$ cat config.mk
export PLATFORM = sky130hd
export DESIGN_NAME = bcd_to_bin_seq
export DESIGN_NICKNAME = d
export VERILOG_FILES = /design/src/rtl/bcd_to_bin_seq.sv
export SDC_FILE = /design/constraint.sdc
export NUM_CORES = 1
export LEC_CHECK = 0
export CORE_AREA = 2 2 69 71
export CTS_BUF_LIST = sky130_fd_sc_hd__clkbuf_8 sky130_fd_sc_hd__clkbuf_16
export CTS_CLUSTER_SIZE = 10
export DETAILED_ROUTE_END_ITERATION = 7
export DIE_AREA = 0 0 71 73
export HOLD_SLACK_MARGIN = 0.03
export SYNTH_ARGS = -nofsm -noshare
export SYNTH_HDL_FRONTEND = slang
export SYNTH_SLANG_ARGS = --single-unit
$ cat constraint.sdc
create_clock -name clk -period 3.7 [get_ports clk]
set_input_delay 0.74 -clock clk [delete_from_list [all_inputs] [get_ports clk]]
set_output_delay 0.74 -clock clk [all_outputs]
set_load 0.05 [all_outputs]
$ cat src/rtl/bcd_to_bin_seq.sv
// Sequential packed-BCD to binary converter using reverse double-dabble:
// shift the working register right, then subtract 3 from every digit field that is >= 8.
module bcd_to_bin_seq #(
    parameter int DIGITS = 3,
    parameter int BIN_W  = 10
) (
    input  logic                  clk,
    input  logic                  reset_n,
    input  logic                  in_valid,
    output logic                  in_ready,
    input  logic [4*DIGITS-1:0]   bcd_in,
    output logic                  out_valid,
    input  logic                  out_ready,
    output logic [BIN_W-1:0]      bin_out,
    output logic                  err
);

    localparam int BCD_W = 4 * DIGITS;
    localparam int SR_W  = BCD_W + BIN_W;
    localparam int CNT_W = $clog2(BIN_W + 1);

    typedef enum logic [1:0] {
        IDLE  = 2'd0,
        SHIFT = 2'd1,
        DONE  = 2'd2
    } state_t;

    state_t            state;
    state_t            next_state;
    logic [SR_W-1:0]   sr;
    logic [SR_W-1:0]   shifted;
    logic [SR_W-1:0]   adjusted;
    logic [CNT_W-1:0]  cnt;
    logic              bad_digit;
    logic              last_step;

    always_comb begin
        bad_digit = 1'b0;
        for (int i = 0; i < DIGITS; i++) begin
            if (bcd_in[4*i +: 4] > 4'd9) begin
                bad_digit = 1'b1;
            end
        end
    end

    // One reverse double-dabble step; all digit corrections see the same shifted value.
    always_comb begin
        shifted  = sr >> 1;
        adjusted = shifted;
        for (int i = 0; i < DIGITS; i++) begin
            if (shifted[BIN_W + 4*i +: 4] >= 4'd8) begin
                adjusted[BIN_W + 4*i +: 4] = shifted[BIN_W + 4*i +: 4] - 4'd3;
            end
        end
    end

    assign last_step = (cnt == CNT_W'(BIN_W - 1));

    always_ff @(posedge clk) begin
        if (!reset_n) begin
            state <= IDLE;
        end else begin
            state <= next_state;
        end
    end

    always_comb begin
        next_state = state;
        case (state)
            IDLE: begin
                if (in_valid) begin
                    next_state = bad_digit ? DONE : SHIFT;
                end
            end
            SHIFT: begin
                if (last_step) begin
                    next_state = DONE;
                end
            end
            DONE: begin
                if (out_ready) begin
                    next_state = IDLE;
                end
            end
            default: next_state = IDLE;
        endcase
    end

    always_comb begin
        in_ready  = (state == IDLE);
        out_valid = (state == DONE);
    end

    // Result registers keep the last conversion after draining, until the next completion.
    always_ff @(posedge clk) begin
        if (!reset_n) begin
            sr      <= '0;
            cnt     <= '0;
            bin_out <= '0;
            err     <= 1'b0;
        end else begin
            case (state)
                IDLE: begin
                    if (in_valid) begin
                        if (bad_digit) begin
                            bin_out <= '0;
                            err     <= 1'b1;
                        end else begin
                            sr  <= {bcd_in, {BIN_W{1'b0}}};
                            cnt <= '0;
                        end
                    end
                end
                SHIFT: begin
                    sr  <= adjusted;
                    cnt <= cnt + CNT_W'(1);
                    if (last_step) begin
                        bin_out <= adjusted[BIN_W-1:0];
                        err     <= 1'b0;
                    end
                end
                default: begin
                end
            endcase
        end
    end

endmodule
Word level (Yosys, flattened, before mapping)
Index checks and enable logic that the tools add are counted.
{"block": "word_totals", "regBits": 39, "input_bits": 16, "output_inout_bits": 13, "word_cells": 53}
{"block": "classes", "n_addsub": 4, "order_cmp": 6, "eq_ne": 8, "n_mux": 25, "reduce_logical": 5}
{"cell": "$mux W22", "count": 2}
{"cell": "$pmux W22 S2", "count": 1}
{"cell": "$mux W10", "count": 3}
{"cell": "$mux W4", "count": 5}
{"cell": "$pmux W10 S2", "count": 1}
{"cell": "$gt A4 B4 Y1 const B", "count": 3}
{"cell": "$ge A4 B4 Y1 const B", "count": 2}
{"cell": "$mux W2", "count": 4}
{"cell": "$pmux W4 S2", "count": 1}
{"cell": "$sub A4 B2 Y4 const B", "count": 2}
{"cell": "$mux W1", "count": 6}
{"cell": "$ne A2 B2 Y1 const B", "count": 3}
{"cell": "$pmux W2 S3", "count": 1}
{"cell": "$reduce_and A3 Y1", "count": 2}
{"cell": "$add A4 B1 Y4 const B", "count": 1}
{"cell": "$eq A4 B4 Y1 const B", "count": 1}
{"cell": "$ge A3 B4 Y1 const B", "count": 1}
{"cell": "$ne A2 B1 Y1 const B", "count": 2}
{"cell": "$reduce_and A4 Y1", "count": 1}
{"cell": "$sub A3 B2 Y4 const B", "count": 1}
{"cell": "$eq A2 B1 Y1 const B", "count": 1}
{"cell": "$eq A2 B2 Y1 const B", "count": 1}
{"cell": "$logic_not A2 Y1", "count": 1}
{"cell": "$pmux W1 S2", "count": 1}
{"cell": "$reduce_bool A2 Y1", "count": 1}

Depth between registers and ports, before layout
Gate-level depths: netlist of run 1.
{"block": "depth", "word_depth": 7, "depth_mapped": 6, "depth_no_buf": 6}

Least setup slack after synthesis of run 1
OpenSTA, ideal clock, no wires.
{"block": "synth_path", "path_type": "register -> output", "startpoint": "register state[1]", "endpoint": "output out_valid", "arrival_time_ns": 1.170, "required_ns": 2.960, "setup_slack_ns": 1.790, "stages_incl_launch_ff": 2, "path_buffers": 0, "path_cell_list": "dfxtp_1 > nor2b_1"}
{"block": "synth_between", "elab_chain_cells": 1}
{"item": "start: declaration", "line": "28", "text": "state_t state;"}
{"item": "start signal: assignment", "line": "63", "text": "state <= next_state;"}
{"item": "$eq A2 B2 Y1", "line": "91", "text": "out_valid = (state == DONE);"}
{"item": "end: declaration", "line": "12", "text": "output logic out_valid,"}
No other way between the ends.

Worst setup path after layout of run 1
Ends and elaborated chain as after synthesis.

==> results.ini, run 1 <==
[status]
status = finished, final reports clean

[timing]
finalCriticalPeriod_ns = 2.51
slew_headroom = 0.361
finClkSkew_ns = 0.00419
fmax_ghz = 0.399
tns_ns = 0
hold_viol = 0
period_share = 0.678
max_slew.worst_pin.slew_ns = 0.957
drv_slew = 0
grt_setup_unrepaired = no
setup_viol = 0

[setup_path]
timing.critical_path.buf_inv = 1
reg2reg_slack_ns = 1.88
slowest_stage = clkdlybuf4s50_1
crit_family = buffers and inverters
slowest_delay_ns = 0.83
reg2regPathDepth = 4
r2r_start = state[1]
cp.required_ns = 2.96
worst-setup-path-type = reg -> out
critPathArrivalTime_ns = 1.77
r2r_end = sr[16]
worstPathMaxFanout = 6
critPathCaptureType = primary output
start_kind = flip-flop
path_cells = nor2b_1 -> clkdlybuf4s50_1

[final_layout]
antenna_cells = 0
layout.cells.non_filler = 261
syn2layout_area_growth_pct = 21.8
drive_gt1_frac = 0.0918
utilization = 0.463
final_nets = 228

[cts]
cts_root_buffer = clkbuf_8
clockBufferDepth = 2
cts_made_buffers = 5
cts_num_sinks = 38
clk_latency_ns = 0.29
cts_tree = yes
holdBufCountCts = 0
post_cts_resized = 0
clkTransAtPathRegs_ns = 0.07
cts_setup_buffers = 0
h-tree-depth = 2

[global_route]
grt-ovfl-total = 0
grt_start_max_net_pins = 32
grt_pass1_vias = 1387
gr-usage-all-layers = 0.153
grt_pass1_wl_um = 6200
antenna_found_initial = 0

[yosys]
ys_ff_latch = 38
avgSynthCellArea_um2 = 9.53
synthDistinctLibCells = 38
yosysMostFrequentCell = dfxtp_1
synth.largest_area_cell = dfxtp_1
synth.cell_area_um2 = 1720
synth_area_leaders = dfxtp_1 (44%), a22o_1 (5.1%), nor2_1 (4.8%)
yosysWarnings = 0
synth_top_area_frac = 0.441
ys_seq_area_frac = 0.441
synth_edf_count = 0
synth_flop_cell = dfxtp_1
async_flop_share = 0
synth_nets = 203
synthTopCellsByCount = dfxtp_1 (38), nor2_1 (22), nand2_1 (21), a21oi_1 (12)
synthCells = 181

[drt]
avgRoutedWirePerCell_um = 14.3
drc = 0
drt-pass1-iter-count = 4
vias = 1391
wl_um = 3730
ant_nets = 0
vias_per_cell = 5.33
drtIter0Drc = 43

[min_path]
hold_depth = 1
hold_path.class = reg -> reg
hold_start = bin_out[1]
min_to = bin_out[1]

[place]
gp_congestion = 0.728
place_inst = 253
hpwl_um = 2550
portBuffers = 28

[floorplanning]
die_area_um2 = 5180
ios = 29
die_h_um = 73
core_area_um2 = 4540
row_count = 25
die_x_um = 71
initial_utilization = 0.380

[pwr]
powerDensity_nw_per_um2 = 404
peakVddDrop_mv = 0.263
p_leak_nw = 0.726

[flow_run]
maxCapViolations = 0

[flip-flops by register name (all words and copies together) (netlist names)]
name     cells
sr          21
bin_out     10
cnt          4
state        2
err          1
[per-layer routing]
metal / vias to the layer above / wire, um / global-route usage
li1: 697 / - / -
met1: 661 / 1720 / 0.188
met2: 27 / 1780 / 0.252
met3: 6 / 182 / 0.0456
met4: 0 / 52 / 0.0587
met5: - / 0 / 0
[how the worst max path moves through the flow]
stage              start         to  slack, ns  cells after the start
2_1_floorplan   state[1]  out_valid       1.79                      1
3_3_place_gp   bcd_in[2]     cnt[3]       1.18                      5
3_5_place_dp   bcd_in[2]     cnt[3]       1.14                      5
4_1_cts         state[1]  out_valid       1.18                      2
5_1_grt         state[1]  out_valid       1.10                      2
6_report        state[1]  out_valid       1.19                      2
[stage by stage]
stage,area [um2],worst slack (ns),total power [W],hold WS [ns]
after floorplan,1720,1.79,0.000531,0.446
after global placement,2010,1.18,0.000564,0.461
after detailed placement,2010,1.14,0.000568,0.460
after CTS,2100,1.18,0.000859,0.483
after global routing,2100,1.10,0.000891,0.494
final,2100,1.19,0.000849,0.481
[power breakdown]
group	switching, W	total (W)	internal, W
sequential	0.0000134	0.000435	0.000422
combinational	0.0000718	0.000123	0.0000507
clock	0.000142	0.000292	0.000150
total	0.000227	0.000849	0.000622
[final cells by class]
class,count,area [um2]
multi-input cells,127,875
flip-flops and latches,38,761
repair buffers,28,280
clock buffers,6,82.6
well taps,54,67.6
inverters,6,22.5
fillers,426,2430
clock inverters,2,12.5
[worst reg2reg max path, stage by stage (launching register included)]
cell	delay [ns]
dfxtp_1	0.44
and2b_4	0.33
a41oi_4	0.64
a211o_1	0.19
a21oi_1	0.06
[cell families (layout without fill, tap and decap cells)]
| kind of cell | Yosys count | after routing | synth area share |
|---|---|---|---|
| compound gates | 58 | 58 | 0.272 |
| xor+xnor | 4 | 4 | 0.0203 |
| fa+ha+maj | 6 | 6 | 0.0435 |
| buf+inv | 16 | 42 | 0.0515 |
| flops | 38 | 38 | 0.441 |
| simple gates | 59 | 59 | 0.171 |
[cell usage in the layout (no fill, tap or decap), drive strengths merged, types with 2 or more instances in the layout]
master         netlist  layout
a21boi               2       2
nand2b               2       2
ha                   6       6
and2b                2       2
a211o                2       2
o21ai                5       5
o211ai               6       6
a22oi               10      10
nand3                2       2
inv                  6       6
nor3b                2       2
nor2                23      23
dfxtp               38      38
nor2b                3       3
nand2               21      21
xnor2                4       4
a22o                10      10
a21oi               12      12
clkbuf               3       6
a311oi               7       7
clkdlybuf4s50        0      28
Power figures use the tool's default switching activity.
==> run 2: changes to the inputs <==
==> constraint.sdc (replaced) <==
create_clock -name clk -period 2.6 [get_ports clk]
set_input_delay 0.52 -clock clk [delete_from_list [all_inputs] [get_ports clk]]
set_output_delay 0.52 -clock clk [all_outputs]
set_load 0.05 [all_outputs]
==> run 2 against run 1 <==
  * Die area stayed put
  * Combinational power is 44% higher
  * Non-clock buffer count is 2 higher
  * Utilization is 0.33 points higher
  * Via count is 0.43% higher
  * Register-to-register slack worse by 1.1 ns
  * Sequential power is 43% higher
  * Critical path depth stayed put
  * Flip-flop and latch count stayed put
  * Critical path type unchanged
  * Largest cell class unchanged
==> results.ini, run 2 (synthesized netlist as in run 1, its figures left out) <==
[status]
status = finished, final reports clean

[cts]
cts_made_buffers = 5
cts_root_buffer = clkbuf_8
h-tree-depth = 2
cts_setup_buffers = 0
cts_tree = yes
clk_latency_ns = 0.29
post_cts_resized = 0
clkTransAtPathRegs_ns = 0.07
cts_num_sinks = 38
holdBufCountCts = 0
clockBufferDepth = 2

[timing]
max_slew.worst_pin.slew_ns = 0.681
setup_viol = 0
drv_slew = 0
tns_ns = 0
finClkSkew_ns = 0.00242
hold_viol = 0
fmax_ghz = 0.444
finalCriticalPeriod_ns = 2.25
grt_setup_unrepaired = no
period_share = 0.867
slew_headroom = 0.545

[setup_path]
slowest_delay_ns = 0.82
start_kind = flip-flop
worst-setup-path-type = reg -> out
cp.required_ns = 2.08
crit_end = out_valid
r2r_end = cnt[2]
critPathCaptureType = primary output
reg2reg_slack_ns = 0.76
worstPathMaxFanout = 6
critPathArrivalTime_ns = 1.73
reg2regPathDepth = 4
r2r_start = state[0]
cp-startpoint = state[1]
path_cells = nor2b_1 -> clkdlybuf4s50_1
slowest_stage = clkdlybuf4s50_1

[floorplanning]
die_area_um2 = 5180
row_count = 25
die_h_um = 73
initial_utilization = 0.380
die_x_um = 71
ios = 29
core_area_um2 = 4540

[drt]
drtIter0Drc = 66
ant_nets = 0
vias = 1397
vias_per_cell = 5.31
avgRoutedWirePerCell_um = 14.4
drc = 0
drt-pass1-iter-count = 4
wl_um = 3780

[final_layout]
fin_area_um2 = 2120
layout_common_cells = dfxtp_1 (38), clkdlybuf4s50_1 (28), nor2_1 (22)
final_nets = 230
antenna_cells = 0
reg_top3 = sr x21, bin_out x10, cnt x4
fill_cells = 431
layout.cells.non_filler = 263
largest_reg_flops = 21
regMostFlops = sr
drive_gt1_frac = 0.100
final_common_cell = dfxtp_1
syn2layout_area_growth_pct = 22.7

[place]
place_inst = 255
hpwl_um = 2650
portBuffers = 28
gp_congestion = 0.765
dpl_cell_area_um2 = 2020

[min_path]
hold_path.class = reg -> reg

[pwr]
peakVddDrop_mv = 0.308
powerDensity_nw_per_um2 = 576
p_leak_nw = 0.737

[global_route]
met2_usage = 0.266
grt_start_max_net_pins = 32
grt_pass1_wl_um = 6350
grt_pass1_vias = 1435
gr-usage-met3 = 0.0525
grt-ovfl-total = 0
antenna_found_initial = 0
busiest_layer = met2
grt_util_met1 = 0.178
gr-usage-all-layers = 0.156

[flow_run]
maxCapViolations = 0

[run 2: worst min-delay path by stage]
stage,cells past startpoint,start,endpoint
2_1_floorplan,2,sr[10],sr[10]
3_3_place_gp,1,bin_out[9],bin_out[9]
3_5_place_dp,1,bin_out[2],bin_out[2]
4_1_cts,1,bin_out[2],bin_out[2]
5_1_grt,1,bin_out[6],bin_out[6]
6_report,1,bin_out[4],bin_out[4]
[run 2: power breakdown]
| group | switching, W | internal [W] | total (W) |
|---|---|---|---|
| clock | 0.000209 | 0.000213 | 0.000422 |
| sequential | 0.0000199 | 0.000600 | 0.000620 |
| combinational | 0.000104 | 0.0000730 | 0.000177 |
| total | 0.000332 | 0.000886 | 0.00122 |
[run 2: metal layers]
metal | up-vias | wire, um
li1 | 703 | -
met5 | - | 0
met2 | 31 | 1820
met1 | 659 | 1730
met4 | 0 | 40
met3 | 4 | 191
[run 2: layout make-up]
cell class | count | area, um2 | area share
Multi-Input combinational cell | 127 | 875 | 0.413
Timing Repair Buffer | 30 | 295 | 0.140
Clock inverter | 2 | 12.5 | 0.00591
Clock buffer | 6 | 82.6 | 0.0390
Inverter | 6 | 22.5 | 0.0106
Tap cell | 54 | 67.6 | 0.0319
Sequential cell | 38 | 761 | 0.360
[run 2: worst max-delay path: cells and delay by family (launching register included)]
family / cells / cell delay [ns]
buffers and inverters: 1 / 0.82
DFF: 1 / 0.42
and+or+nand+nor: 1 / 0.20
[run 2: stage by stage]
| step | total power [W] | hold slack [ns] | setup WS, ns | utilization |
|---|---|---|---|---|
| 5_1_grt | 0.00127 | 0.494 | 0.258 | 0.466 |
| 3_5_place_dp | 0.000809 | 0.461 | 0.270 | 0.446 |
| 3_3_place_gp | 0.000805 | 0.461 | 0.381 | 0.446 |
| 4_1_cts | 0.00124 | 0.482 | 0.319 | 0.466 |
| 6_report | 0.00122 | 0.479 | 0.346 | 0.466 |
| 2_1_floorplan | 0.000756 | 0.446 | 0.910 | - |
==> run 3: changes to the inputs <==
--- a/config.mk
+++ b/config.mk
@@ -14,3 +14,4 @@
 export SYNTH_ARGS = -nofsm -noshare
 export SYNTH_HDL_FRONTEND = slang
 export SYNTH_SLANG_ARGS = --single-unit
+export TNS_END_PERCENT = 1
==> results of run 3 <==
Same layout as run 2: the final DEF is identical, and so are final timing and power.
